## src/rtl/keypad_scan_ctrl.sv

```systemverilog
// keypad_scan_ctrl: scans a 3x4 keypad row by row, debounces whole frames and queues one code per press.
// The MCU drains the codes through a small first-word-fall-through FIFO; each queued code raises an interrupt pulse.
module keypad_scan_ctrl #(
  parameter int SCAN_DIV   = 22727,
  parameter int DEBOUNCE   = 4,
  parameter int FIFO_DEPTH = 4,
  parameter int INT_CYCLES = 3
) (
  input  logic       CLK,
  input  logic       RST,
  input  logic       C,
  input  logic       A,
  input  logic       E,
  output logic       B,
  output logic       G,
  output logic       F,
  output logic       D,
  input  logic       ack,
  output logic [3:0] data,
  output logic       valid,
  output logic       interrupt,
  output logic       overflow
);
  localparam int DW = $clog2(SCAN_DIV);
  localparam int BW = $clog2(DEBOUNCE + 1);
  localparam int AW = $clog2(FIFO_DEPTH);
  localparam int IW = $clog2(INT_CYCLES + 1);
  localparam logic [DW-1:0] DIV_MAX = DW'(SCAN_DIV - 1);
  localparam logic [BW-1:0] DB_MAX = BW'(DEBOUNCE);
  localparam logic [AW:0] DEPTH = (AW+1)'(FIFO_DEPTH);
  localparam logic [IW-1:0] INT_LEN = IW'(INT_CYCLES);

  typedef enum logic [3:0] {ROW_B = 4'b0001, ROW_G = 4'b0010, ROW_F = 4'b0100, ROW_D = 4'b1000} row_e;
  typedef enum logic [1:0] {CLS_NONE, CLS_KEY, CLS_INV} cls_e;

  logic [DW-1:0] div_q, div_d;
  row_e row_q, row_d;
  logic [2:0] s1_q, s1_d, s2_q, s2_d;
  logic [3:0][2:0] frame_q, frame_d;
  logic [BW-1:0] dcnt_q, dcnt_d, dcnt_n;
  cls_e pcls_q, pcls_d, cls;
  logic [3:0] pcode_q, pcode_d, code, idx, ones;
  logic armed_q, armed_d, push_q, push_d;
  logic [3:0] push_code_q, push_code_d;
  logic [FIFO_DEPTH-1:0][3:0] mem_q, mem_d;
  logic [AW-1:0] rd_q, rd_d, wr_q, wr_d, head;
  logic [AW:0] cnt_q, cnt_d;
  logic [3:0] data_q, data_d;
  logic valid_q, valid_d, ovf_q, ovf_d;
  logic [IW-1:0] int_q, int_d;
  logic tick, frame_end, same, accept, pop, push_ok;
  logic [1:0] row_idx;
  logic [11:0] flat;

  always_comb begin
    tick = div_q == DIV_MAX;
    div_d = tick ? '0 : div_q + 1'b1;
    s1_d = {E, A, C};
    s2_d = s1_q;
    row_idx = row_q == ROW_G ? 2'd1 : row_q == ROW_F ? 2'd2 : row_q == ROW_D ? 2'd3 : 2'd0;
    row_d = !tick ? row_q : row_q == ROW_B ? ROW_G : row_q == ROW_G ? ROW_F : row_q == ROW_F ? ROW_D : ROW_B;
    frame_d = frame_q;
    if (tick) frame_d[row_idx] = s2_q;
    frame_end = tick && row_q == ROW_D;
    // classify the frame including the row slot being latched on this very tick
    flat = frame_d;
    ones = 4'($countones(flat));
    idx = '0;
    for (int i = 0; i < 12; i++) if (flat[i]) idx = 4'(i);
    cls = ones == 4'd0 ? CLS_NONE : ones == 4'd1 ? CLS_KEY : CLS_INV;
    code = idx < 4'd9 ? idx + 4'd1 : idx == 4'd9 ? 4'hA : idx == 4'd10 ? 4'h0 : 4'hB;
    same = cls == pcls_q && (cls != CLS_KEY || code == pcode_q);
    dcnt_n = cls == CLS_INV ? '0 : !same ? BW'(1) : dcnt_q == DB_MAX ? DB_MAX : dcnt_q + 1'b1;
    accept = cls != CLS_INV && dcnt_n == DB_MAX;
    dcnt_d = frame_end ? dcnt_n : dcnt_q;
    pcls_d = frame_end ? cls : pcls_q;
    pcode_d = frame_end ? code : pcode_q;
    armed_d = frame_end && accept ? cls == CLS_NONE : armed_q;
    push_d = frame_end && accept && cls == CLS_KEY && armed_q;
    push_code_d = frame_end ? code : push_code_q;
    pop = ack && valid_q;
    push_ok = push_q && (cnt_q != DEPTH || pop);
    head = pop ? rd_q + 1'b1 : rd_q;
    mem_d = mem_q;
    if (push_ok) mem_d[wr_q] = push_code_q;
    rd_d = head;
    wr_d = push_ok ? wr_q + 1'b1 : wr_q;
    cnt_d = cnt_q + (AW+1)'(push_ok) - (AW+1)'(pop);
    valid_d = cnt_d != '0;
    // mem_d already holds a code written this cycle, so a push into an emptying FIFO falls straight through
    data_d = cnt_d == '0 ? data_q : mem_d[head];
    ovf_d = ovf_q || (push_q && !push_ok);
    int_d = push_ok ? INT_LEN : int_q != '0 ? int_q - 1'b1 : int_q;
  end

  always_ff @(posedge CLK or posedge RST) begin
    if (RST) begin
      div_q <= '0;
      row_q <= ROW_B;
      s1_q <= '0;
      s2_q <= '0;
      frame_q <= '0;
      dcnt_q <= '0;
      pcls_q <= CLS_NONE;
      pcode_q <= '0;
      armed_q <= 1'b1;
      push_q <= 1'b0;
      push_code_q <= '0;
      mem_q <= '0;
      rd_q <= '0;
      wr_q <= '0;
      cnt_q <= '0;
      data_q <= '0;
      valid_q <= 1'b0;
      ovf_q <= 1'b0;
      int_q <= '0;
    end else begin
      div_q <= div_d;
      row_q <= row_d;
      s1_q <= s1_d;
      s2_q <= s2_d;
      frame_q <= frame_d;
      dcnt_q <= dcnt_d;
      pcls_q <= pcls_d;
      pcode_q <= pcode_d;
      armed_q <= armed_d;
      push_q <= push_d;
      push_code_q <= push_code_d;
      mem_q <= mem_d;
      rd_q <= rd_d;
      wr_q <= wr_d;
      cnt_q <= cnt_d;
      data_q <= data_d;
      valid_q <= valid_d;
      ovf_q <= ovf_d;
      int_q <= int_d;
    end
  end

  assign {D, F, G, B} = row_q;
  assign data = data_q;
  assign valid = valid_q;
  assign interrupt = int_q != '0;
  assign overflow = ovf_q;
endmodule

```

## config.mk

```make
export PLATFORM = sky130hd
export DESIGN_NAME = keypad_scan_ctrl
export DESIGN_NICKNAME = d
export VERILOG_FILES = /design/src/rtl/keypad_scan_ctrl.sv
export SDC_FILE = /design/constraint.sdc
export NUM_CORES = 1
export LEC_CHECK = 0
export ABC_CLOCK_PERIOD_IN_PS = 9000
export CORE_AREA = 2 2 79 119
export DETAILED_ROUTE_END_ITERATION = 6
export DIE_AREA = 0 0 81 121
export PLACE_DENSITY = 0.67
export SETUP_SLACK_MARGIN = 0.02
export SLEW_MARGIN = 20
export SYNTH_ARGS = -nofsm -noshare
export SYNTH_HDL_FRONTEND = slang
export SYNTH_SLANG_ARGS = --single-unit
export TNS_END_PERCENT = 10
```

## constraint.sdc

```tcl
create_clock -name CLK -period 9 [get_ports CLK]
set_clock_uncertainty 0.2 [all_clocks]
set_input_delay 1.8 -clock CLK [delete_from_list [all_inputs] [get_ports CLK]]
set_output_delay 1.8 -clock CLK [all_outputs]
set_load 0.05 [all_outputs]
```

==> impl_summary.txt, run 1 <==
----------------------------------------------------
[Pwr]
  Total power per unit cell area ... 144 nW/um^2
  Internal power component ... 0.000546 W
  Max IR drop VDD ... 0.000104 V
  Net Switching ... 0.000154 W
  Clock power share ... approximately 47%
  Part of the power in registers ... 51.2%
  Leakage Power ... between 2 and 2.5 nW
  Combinational share of power ... 1.6%
  Switch share ... a little over a fifth

[Worst setup path]
  FF-to-FF Start ... div_q[0]$_DFF_PP0_
  Critical Path RT ... between 9 and 10 ns
  Arrival time at the worst endpoint ... 6.82 ns
  Critical path capture point type ... register
  Highest net fanout along the worst path ... 20
  Crit start category ... register
  Worst Setup Path Type ... register to register
  Start point of the critical path ... div_q[0]$_DFF_PP0_

[Clock tree]
  Total of cells resized after clock tree synthesis ... 0
  Deepest clock path buffer count ... 2
  CTS HTree Levels ... 3
  CTS sink count ... 79
  CTS Root Cell ... clkbuf_16
  CTS tree ... yes
  Skew-Pair Late Insertion Delay ... 0.34 ns
  Postcts setup bufs ... 0
  CTS Hold Bufs ... 0
  Number of clock buffers inserted by TritonCTS ... 9
  Clock transition at the registers of the reported paths ... 0.06 ns

[Placed design]
  Cells after DPL ... 524
  Final weighted congestion in routability-driven placement ... between 0.8 and 0.9
  Total half-perimeter wirelength after legalization and detailed placement ... 6.25 mm
  Number of port buffers ... 16
  Instance area at placement ... between 4000 and 5000 um^2

[STA]
  Fin Setup TNS ... 0 ns
  Final hold violations ... 0
  Worst Max-Slew Pin Slew ... 0.994 ns
  Final Setup Violations ... 0
  Max Slew Vio Count ... 0
  Final Critical Period ... slightly below 7 ns
  Unrepaired setup endpoints after global routing ... false
  Tcrit/Tclk final ... 75.1%
  Max-slew headroom at the worst pin ... 33.7%
  Worst hold margin ... 0.148 ns
  Achievable clock frequency ... 148 MHz

[Floorplanning]
  Placeable core area ... 8720 um^2
  Die width ... 81 um
  Starting utilization of the core area ... between 40% and 50%
  Area of the die ... 9800 um^2
  Number of top-level pins ... 17
  Die Y-Extent ... between 100 and 150 um
  Core Rows ... 42

[Route]
  Total length of routed met2 wires ... 4.63 mm
  Average wire length per cell after detail routing ... 15.8 um
  Sum of routed wire segments on met1 ... 3.45 mm
  Violation count after the first detailed-routing iteration ... 131
  Number of vias after detailed routing ... about 3000
  Topmost layer with routed signal wires ... met4
  Detailed-routing iteration count for the pre-antenna-repair pass ... 4
  Number of nets still failing antenna checks after routing ... 0
  Detail-routed via count per cell ... 5.58
  WL final ... roughly 8.5 mm
  Met3 layer wire length in the routed design ... between 200 and 300 um
  Post-detailed-route DRC marker count ... 0

[Run status]
  Run status ... finished clean

[Synth]
  Synthesized Nets ... 440
  Avg Synthesized Cell Area ... 10.6 um^2
  Number of synthesized flops with an enable pin ... 0
  Count of cell types in the netlist ... 63
  Synth warn ... 0
  Synth Flop Type ... dfrtp_1
  Register bit total from synthesis ... 79
  Share of async-settable or async-resettable flops after synthesis ... 100%
  Instance count of the mapped netlist ... 407
  Sequential cell area fraction in the yosys report ... 45.8%
  Post-Syn Area ... approximately 4300 um^2

[Cells and area]
  Count of non-filler cells in the finished layout ... 539
  Leading cell types in the layout, fill and taps excluded ... dfrtp_1, nand2_1, inv_1
  Antenna diode count ... 0
  Synth-to-Final Area Change ... 12.2%
  Count of nets after finishing ... 458
  Fraction of final layout cells sized beyond drive strength 1 ... 13.5%
  Most frequent standard cell in the layout excluding fill and tap cells ... dfrtp_1
  Layout Utilization ... 55.6%
  Number of fill cells in the layout ... 794
  Area of all placed cells without fillers ... 4850 um^2

[Global route]
  Number of global-route vias before repair ... 3130
  Total global routing overflow ... 0
  Maximum number of pins on one net before global-route repair ... 80
  Total routing usage reported by global routing ... approximately a fifth
  Wire length of the first global-routing pass ... 14.7 mm
  Number of antenna violations at the first check in global routing ... 0

[Job]
  Number of max-cap violations ... 0

[Min path]
  Hold Crit Start ... s1_q[0]$_DFF_PP0_
  Worst hold path type ... register to register

----------------------------------------------------
==> power by group through the flow <==
stage	registers [W]	clock network (W)	logic, W
2_1_floorplan	0.000364	0	0.00000711
3_3_place_gp	0.000365	0	0.0000117
3_5_place_dp	0.000365	0	0.0000118
4_1_cts	0.000358	0.000340	0.0000118
5_1_grt	0.000358	0.000357	0.0000131
6_report	0.000358	0.000330	0.0000113
==> state kept, by name (all words and copies together), names as in the netlist, 3 cells and up <==
signal       flops
s1_q             3
push_code_q      4
dcnt_q           3
mem_q           16
div_q           15
s2_q             3
frame_q         12
cnt_q            3
data             4
row_q            4
==> metrics by stage <==
stage / worst slack, ns / power, W
finish: 2.24 / 0.000699
CTS: 2.20 / 0.000710
global placement: 2.41 / 0.000376
floorplan: 3.10 / 0.000371
detailed placement: 2.22 / 0.000376
global route: 1.66 / 0.000728
==> Yosys cell counts, drive strengths merged, types with 4 or more instances <==
cell	count	area share (%)
clkbuf	6	0.52
o211ai	4	0.69
mux4	4	2.1
nand2	39	3.4
buf	4	0.61
mux2	22	5.8
and3	5	0.72
a21o	4	0.69
nand4	7	1.3
a21oi	12	1.5
o21a	4	0.69
nor2	35	3.0
mux2i	6	1.5
nand3	15	1.7
o31ai	4	0.81
fa	8	3.7
xnor2	9	2.0
ha	19	5.5
o21ai	14	1.6
nor2b	6	0.87
inv	39	3.4
dfrtp	77	45
xor2	15	3.0
and2	7	1.0
==> cell type report <==
cell class	instances	area [um^2]	share of cell area (%)
inverters	39	148	3.04
well taps	110	138	2.84
flip-flops and latches	79	1980	40.8
clock buffers	9	225	4.64
clock inverters	6	46.3	0.954
repair buffers	17	168	3.46
multi-input cells	279	2150	44.3
==> critical path, cell delays in order, from the launching register on <==
cell      delay, ns
dfrtp_1        0.41
inv_1          0.07
ha_1           0.13
and4bb_2       0.26
and4_1         0.65
nand2_1        0.44
a21oi_1        0.40
fa_1           0.48
fa_1           0.49
inv_1          0.05
fa_1           0.47
inv_1          0.05
fa_1           0.43
inv_1          0.07
ha_1           0.15
inv_1          0.06
fa_1           0.39
a211oi_1       0.23
mux2i_1        0.10
nor3b_1        0.45
and3_1         0.31
nand3_1        0.09
o32a_1         0.29
==> cells by family after synthesis <==
| kind of cell | after synthesis | synth area share [%] |
|---|---|---|
| xor+xnor | 24 | 5.04 |
| simple gates | 132 | 15.6 |
| fa+ha+maj | 27 | 9.20 |
| buf+inv | 49 | 4.52 |
| compound gates | 64 | 10.5 |
| mux | 32 | 9.38 |
| flops | 79 | 45.8 |
==> per-layer routing <==
metal	up-vias	track usage, %
met5	-	0
met4	0	11.1
met3	13	2.23
met2	56	34.3
met1	1496	23.5
li1	1441	-
==> final timing paths <==
| kind | end | slack [ns] | depth (start not counted) |
|---|---|---|---|
| worst max-delay path | armed_q$_DFFE_PP1P_ | 2.24 | 22 |
| min in group asynchronous | div_q[8]$_DFF_PP0_ | 1.88 | 3 |
| worst max register to register | armed_q$_DFFE_PP1P_ | 2.24 | 22 |
| worst min register to register | s2_q[0]$_DFF_PP0_ | 0.15 | 0 |
| max in group asynchronous | row_q[2]$_DFFE_PP0N_ | 6.05 | 3 |
| worst min-delay path | s2_q[0]$_DFF_PP0_ | 0.15 | 0 |
No activity file was read; power rests on OpenSTA's default activity.
==> run 2: changes to the inputs <==
ABC_CLOCK_PERIOD_IN_PS = 6100   (was 9000)
PLACE_DENSITY = 0.69   (was 0.67)
clock period = 6.1 ns   (was 9 ns; I/O delays follow)
==> impl_summary.txt, run 2 (same netlist as run 1, synthesis figures left out) <==
----------------------------------------------------
[STA]
  Tcrit/Tclk final ... 95.2% (+20 points)
  Achievable clock frequency ... 172 MHz (+16%)
  Worst Max-Slew Pin Slew ... 0.644 ns (-0.350 ns)
  Max-slew headroom at the worst pin ... 56.6% (+23 points)
  Unrepaired setup endpoints after global routing ... true
  Final Critical Period ... 5.81 ns (-0.948 ns)
  Final Setup Violations ... 0 (unchanged)
  Worst hold margin ... 0.149 ns (+0.00134 ns)
  Max Slew Vio Count ... 0 (unchanged)
  Final hold violations ... 0 (unchanged)

[Pwr]
  Leakage Power ... 2.46 nW (+3.1%)
  Total power per unit cell area ... 212 nW/um^2 (+47%)
  Total power consumption of the routed design ... 0.00107 W (+52%)
  Max IR drop VDD ... 0.000171 V (+63%)

[Placed design]
  Number of port buffers ... 16 (unchanged)
  Total half-perimeter wirelength after legalization and detailed placement ... 6.51 mm (+4.2%)
  Final weighted congestion in routability-driven placement ... 0.964 (+12%)

[Clock tree]
  CTS sink count ... 79 (unchanged)
  Skew-Pair Late Insertion Delay ... 0.34 ns (about the same)
  Clock transition at the registers of the reported paths ... 0.06 ns (about the same)
  CTS tree ... yes
  CTS Root Cell ... clkbuf_16
  Number of clock buffers inserted by TritonCTS ... 9 (unchanged)
  Deepest clock path buffer count ... 2 (unchanged)
  CTS HTree Levels ... 3 (unchanged)

[Route]
  Number of nets still failing antenna checks after routing ... 0 (unchanged)
  Detailed-routing iteration count for the pre-antenna-repair pass ... 4 (unchanged)
  Met3 layer wire length in the routed design ... 243 um (-7.6%)
  Sum of routed wire segments on met1 ... 3.52 mm (+1.9%)
  WL final ... 8.80 mm (+3.5%)
  Average wire length per cell after detail routing ... 16.0 um (+1.2%)
  Number of vias after detailed routing ... 3044 (+1.3%)
  Post-detailed-route DRC marker count ... 0 (unchanged)
  Total length of routed met2 wires ... 4.89 mm (+5.5%)
  Detail-routed via count per cell ... 5.52 (-0.94%)
  Topmost layer with routed signal wires ... met4
  Violation count after the first detailed-routing iteration ... 231 (+76%)

[Floorplanning]
  Placeable core area ... 8720 um^2 (unchanged)
  Starting utilization of the core area ... 49.6% (unchanged)
  Die Y-Extent ... 121 um (unchanged)
  Die width ... 81 um (unchanged)
  Core Rows ... 42 (unchanged)
  Number of top-level pins ... 17 (unchanged)
  Area of the die ... 9800 um^2 (unchanged)

[Cells and area]
  Antenna diode count ... 0 (unchanged)
  Fraction of final layout cells sized beyond drive strength 1 ... 19.0% (+5.5 points)
  Max reg flops ... 16 (unchanged)
  Most frequent standard cell in the layout excluding fill and tap cells ... dfrtp_1
  Number of fill cells in the layout ... 773 (-2.6%)
  Leading cell types in the layout, fill and taps excluded ... dfrtp_1, nand2_1, inv_1
  Largest register by flop count ... mem_q
  Layout Utilization ... 57.6% (+2.0 points)
  Synth-to-Final Area Change ... 16.3%
  Count of nets after finishing ... 469 (+2.4%)
  Registers with the most flip-flops ... mem_q (16), div_q (15), frame_q (12)

[Worst setup path]
  Arrival time at the worst endpoint ... 5.88 ns (-0.94 ns)
  Crit start category ... register
  Critical path capture point type ... register
  Slowest CP cell ... fa_1
  Most frequent CP cell ... inv_1
  Highest net fanout along the worst path ... 5 (-75%)
  Cells traversed along the worst timing path ... inv_1 -> ha_1 -> and4bb_2 -> and4_4 -> and3_4 -> mux2_2 -> inv_1 -> fa_1 -> fa_1 -> inv_1 -> fa_1 -> inv_1 -> fa_1 -> inv_1 -> ha_2 -> inv_1 -> fa_2 -> a211oi_2 -> mux2i_1 -> nor3b_2 -> and3_4 -> nand3_1 -> o32a_1
  Worst Setup Path Type ... register to register
  Critical Path RT ... 6.17 ns (-2.89 ns)
  Largest stage delay on the critical path ... 0.49 ns (-0.16 ns)
  R2R setup slack ... 0.29 ns (-1.95 ns)

[Global route]
  Number of antenna violations at the first check in global routing ... 0 (unchanged)
  Total global routing overflow ... 0 (unchanged)
  Number of global-route vias before repair ... 3128 (-0.064%)
  Maximum number of pins on one net before global-route repair ... 80 (unchanged)
  Wire length of the first global-routing pass ... 14.7 mm (-0.47%)
  Total routing usage reported by global routing ... 19.6% (-0.30 points)

[Job]
  Number of max-cap violations ... 0 (unchanged)

[Run status]
  Run status ... finished clean

[Min path]
  Worst hold path type ... register to register

----------------------------------------------------
run 2: changes by cell type in the layout (fill, tap and decap cells not counted), sizes merged:
cell,change
clkbuf,+1
buf,+11
inv,+3
clkinv,-1
clkinvlp,-2
run 2: layout make-up:
cell class                      instances  area [um^2]  share of cell area [%]
Clock inverter                          6         51.3                    1.02
Timing Repair Buffer                   28          270                    5.37
Inverter                               39          148                    2.94
Tap cell                              110          138                    2.74
Multi-Input combinational cell        279         2200                    43.8
Clock buffer                           10          239                    4.75
Sequential cell                        79         1980                    39.4
run 2: final timing paths:
kind | startpoint | to | depth (start not counted)
hold reg to reg | s1_q[1]$_DFF_PP0_ | s2_q[1]$_DFF_PP0_ | 0
setup / recovery | div_q[0]$_DFF_PP0_ | armed_q$_DFFE_PP1P_ | 23
min in group asynchronous | RST | mem_q[1]$_DFF_PP0_ | 3
setup reg to reg | div_q[0]$_DFF_PP0_ | armed_q$_DFFE_PP1P_ | 23
hold / removal | s1_q[1]$_DFF_PP0_ | s2_q[1]$_DFF_PP0_ | 0
max in group asynchronous | RST | armed_q$_DFFE_PP1P_ | 4
run 2: repair_timing:
action | 4_1_cts | 5_1_grt
pin swaps | 0 | 2
endpoints found under the hold margin | 0 | 0
setup buffers | 0 | 5
resized for setup | 1 | 16
hold buffers | 0 | 0
endpoints found under the setup margin | 1 | 5
run 2: where the power goes:
part	leakage, nW	switching (W)	internal [W]	total (W)
Sequential	1.06	0.00000231	0.000526	0.000528
Clock	0.146	0.000225	0.000294	0.000519
Combinational	1.26	0.0000124	0.00000554	0.0000180
run 2: metrics by stage:
step | worst slack (ns) | cells | area (um^2) | setup TNS [ns]
final | 0.290 | 551 | 5030 | 0
after global routing | -0.0427 | 551 | 5030 | -0.0789
after CTS | 0.105 | 545 | 4910 | 0
after detailed placement | -0.0654 | 529 | 4620 | -0.0654
after global placement | 0.142 | 529 | 4620 | 0
after floorplan | 0.196 | 407 | 4320 | 0
run 2: worst max-delay path, delay by kind of cell, from the launching register on:
| family | cells | cell delay (ns) |
|---|---|---|
| simple gates | 6 | 1.37 |
| buf+inv | 6 | 0.36 |
| compound gates | 2 | 0.48 |
| fa+ha+maj | 7 | 2.46 |
| mux | 2 | 0.46 |
| flops | 1 | 0.40 |
run 2: routing by layer:
layer | track usage, % | vias to the layer above
li1 | - | 1460
met1 | 22.5 | 1514
met2 | 34.5 | 57
met3 | 3.57 | 13
met4 | 9.00 | 0
met5 | 0 | -
==> run 3: changes to the inputs <==
ABC_CLOCK_PERIOD_IN_PS = 6050   (was 6100)
PLACE_DENSITY = 0.67   (was 0.69)
clock period = 6.05 ns   (was 6.1 ns; I/O delays follow)
==> impl_summary.txt, run 3 (same netlist as run 1, synthesis figures left out) <==
----------------------------------------------------
[Cells and area]
  Largest register by flop count ... mem_q
  Sequential cell area ... 1980 um^2 (unchanged)
  Multi-input gate area ... 2200 um^2 (-0.34%)
  Fraction of final layout cells sized beyond drive strength 1 ... 18.8% (-0.27 points)
  Number of fill cells in the layout ... 768 (-0.65%)
  Leading cell types in the layout, fill and taps excluded ... dfrtp_1, nand2_1, inv_1
  Count of nets after finishing ... 470 (+0.21%)
  Registers with the most flip-flops ... mem_q (16), div_q (15), frame_q (12)
  Antenna diode count ... 0 (unchanged)
  Most frequent standard cell in the layout excluding fill and tap cells ... dfrtp_1
  Max reg flops ... 16 (unchanged)
  Synth-to-Final Area Change ... 16.2%

[Pwr]
  Total power consumption of the routed design ... 0.00110 W (+3.6%)
  Max IR drop VDD ... 0.000167 V (-2.0%)
  Total power per unit cell area ... 220 nW/um^2 (+3.7%)
  Leakage Power ... 2.46 nW (about the same)

[Min path]
  Hold Crit Start ... s1_q[1]$_DFF_PP0_
  Worst hold path type ... register to register

[Global route]
  Number of antenna violations at the first check in global routing ... 0 (unchanged)
  Maximum number of pins on one net before global-route repair ... 59 (-26%)
  Total global routing overflow ... 0 (unchanged)
  Number of global-route vias before repair ... 3144 (+0.51%)
  Wire length of the first global-routing pass ... 14.8 mm (+1.2%)
  Total routing usage reported by global routing ... 20.3% (+0.67 points)

[Worst setup path]
  Critical path capture point type ... register
  Highest net fanout along the worst path ... 10 (+5)
  Start point of the critical path ... div_q[0]$_DFF_PP0_
  Worst Setup Path Type ... register to register
  Crit start category ... register
  Critical Path RT ... 6.12 ns (-0.05 ns)
  Arrival time at the worst endpoint ... 5.90 ns (+0.02 ns)
  FF-to-FF Start ... div_q[0]$_DFF_PP0_

[Clock tree]
  Skew-Pair Late Insertion Delay ... 0.35 ns (about the same)
  CTS Root Cell ... clkbuf_16
  CTS HTree Levels ... 3 (unchanged)
  Number of clock buffers inserted by TritonCTS ... 9 (unchanged)
  CTS tree ... yes
  CTS sink count ... 79 (unchanged)
  Deepest clock path buffer count ... 2 (unchanged)
  Clock transition at the registers of the reported paths ... 0.06 ns (about the same)

[Run status]
  Run status ... finished clean

[STA]
  Final Critical Period ... 5.83 ns (+0.0207 ns)
  Final hold violations ... 0 (unchanged)
  Worst Max-Slew Pin Slew ... 0.731 ns (+0.0873 ns)
  Max-slew headroom at the worst pin ... 51.3% (-5.4 points)
  Max Slew Vio Count ... 0 (unchanged)
  Achievable clock frequency ... 172 MHz (-0.35%)
  Final Setup Violations ... 0 (unchanged)
  Worst hold margin ... 0.147 ns (-0.00217 ns)
  Tcrit/Tclk final ... 96.4% (+1.1 points)

[Route]
  Post-detailed-route DRC marker count ... 0 (unchanged)
  Average wire length per cell after detail routing ... 16.0 um (+0.33%)
  Detail-routed via count per cell ... 5.55 (+0.38%)
  Number of vias after detailed routing ... 3061 (+0.56%)
  WL final ... 8.84 mm (+0.51%)
  Detailed-routing iteration count for the pre-antenna-repair pass ... 4 (unchanged)
  Met3 layer wire length in the routed design ... 230 um (-5.3%)
  Topmost layer with routed signal wires ... met4
  Violation count after the first detailed-routing iteration ... 151 (-35%)
  Number of nets still failing antenna checks after routing ... 0 (unchanged)
  Sum of routed wire segments on met1 ... 3.45 mm (-1.9%)
  Total length of routed met2 wires ... 4.86 mm (-0.61%)

[Floorplanning]
  Number of top-level pins ... 17 (unchanged)
  Placeable core area ... 8720 um^2 (unchanged)
  Die Y-Extent ... 121 um (unchanged)
  Core Rows ... 42 (unchanged)
  Area of the die ... 9800 um^2 (unchanged)
  Starting utilization of the core area ... 49.6% (unchanged)
  Die width ... 81 um (unchanged)

[Placed design]
  Final weighted congestion in routability-driven placement ... 0.867 (-10%)
  Number of port buffers ... 16 (unchanged)
  Total half-perimeter wirelength after legalization and detailed placement ... 6.51 mm (about the same)

[Job]
  Number of max-cap violations ... 0 (unchanged)

----------------------------------------------------
run 3: final timing paths:
kind	endpoint	slack [ns]	cells after the start
worst min register to register	s2_q[1]$_DFF_PP0_	0.15	0
min in group asynchronous	data[3]$_DFFE_PP0P_	0.95	2
max in group asynchronous	cnt_q[2]$_DFF_PP0_	3.65	3
worst max register to register	armed_q$_DFFE_PP1P_	0.22	24
worst max-delay path	armed_q$_DFFE_PP1P_	0.22	24
worst min-delay path	s2_q[1]$_DFF_PP0_	0.15	0
run 3: critical path, stage by stage (launching register included):
cell      delay, ns
dfrtp_1        0.37
inv_1          0.06
ha_1           0.13
and4bb_2       0.27
and4_4         0.24
buf_4          0.18
nand2_2        0.13
mux2i_2        0.28
fa_1           0.47
fa_1           0.52
inv_1          0.05
fa_1           0.48
inv_1          0.05
fa_1           0.43
inv_1          0.07
ha_1           0.16
inv_1          0.06
fa_1           0.39
a211oi_2       0.21
mux2i_1        0.09
nor3b_1        0.19
buf_4          0.16
and3_4         0.19
nand3_1        0.07
o32a_1         0.29
run 3: through the flow:
stage	TNS, ns	cell area [um^2]	std cells	utilization, %	setup slack [ns]
CTS	0	4950	548	56.8	0.0911
finish	0	5020	552	57.6	0.220
global route	-0.0349	5020	552	57.6	-0.0238
detailed placement	0	4640	532	53.2	0.0405
floorplan	0	4320	407	-	0.146
global placement	0	4640	532	53.2	0.142
run 3: final cells by class:
type                            count  area share, %
Sequential cell                    79           39.4
Timing Repair Buffer               29           5.13
Clock buffer                        9           4.48
Tap cell                          110           2.74
Clock inverter                      7           1.57
Multi-Input combinational cell    279           43.7
Inverter                           39           2.94
run 3: layer usage:
layer,up-vias,global-route usage (%)
met5,-,0
met2,54,35.3
li1,1472,-
met4,0,11.2
met3,23,4.24
met1,1512,22.4
run 3: repair_timing:
| item | 4_1_cts | 5_1_grt |
|---|---|---|
| gates resized for setup | 1 | 12 |
| pin swaps | 0 | 1 |
| setup endpoints to repair | 1 | 5 |
| cloned | 0 | 0 |
| buffers inserted | 0 | 4 |
| hold buffers | 0 | 0 |
run 3: power by group:
| group | total (W) | switching [W] | leakage, nW | internal (W) |
|---|---|---|---|---|
| combinational | 0.0000169 | 0.0000126 | 1.26 | 0.00000425 |
| sequential | 0.000533 | 0.00000231 | 1.06 | 0.000530 |
| clock | 0.000554 | 0.000230 | 0.144 | 0.000324 |
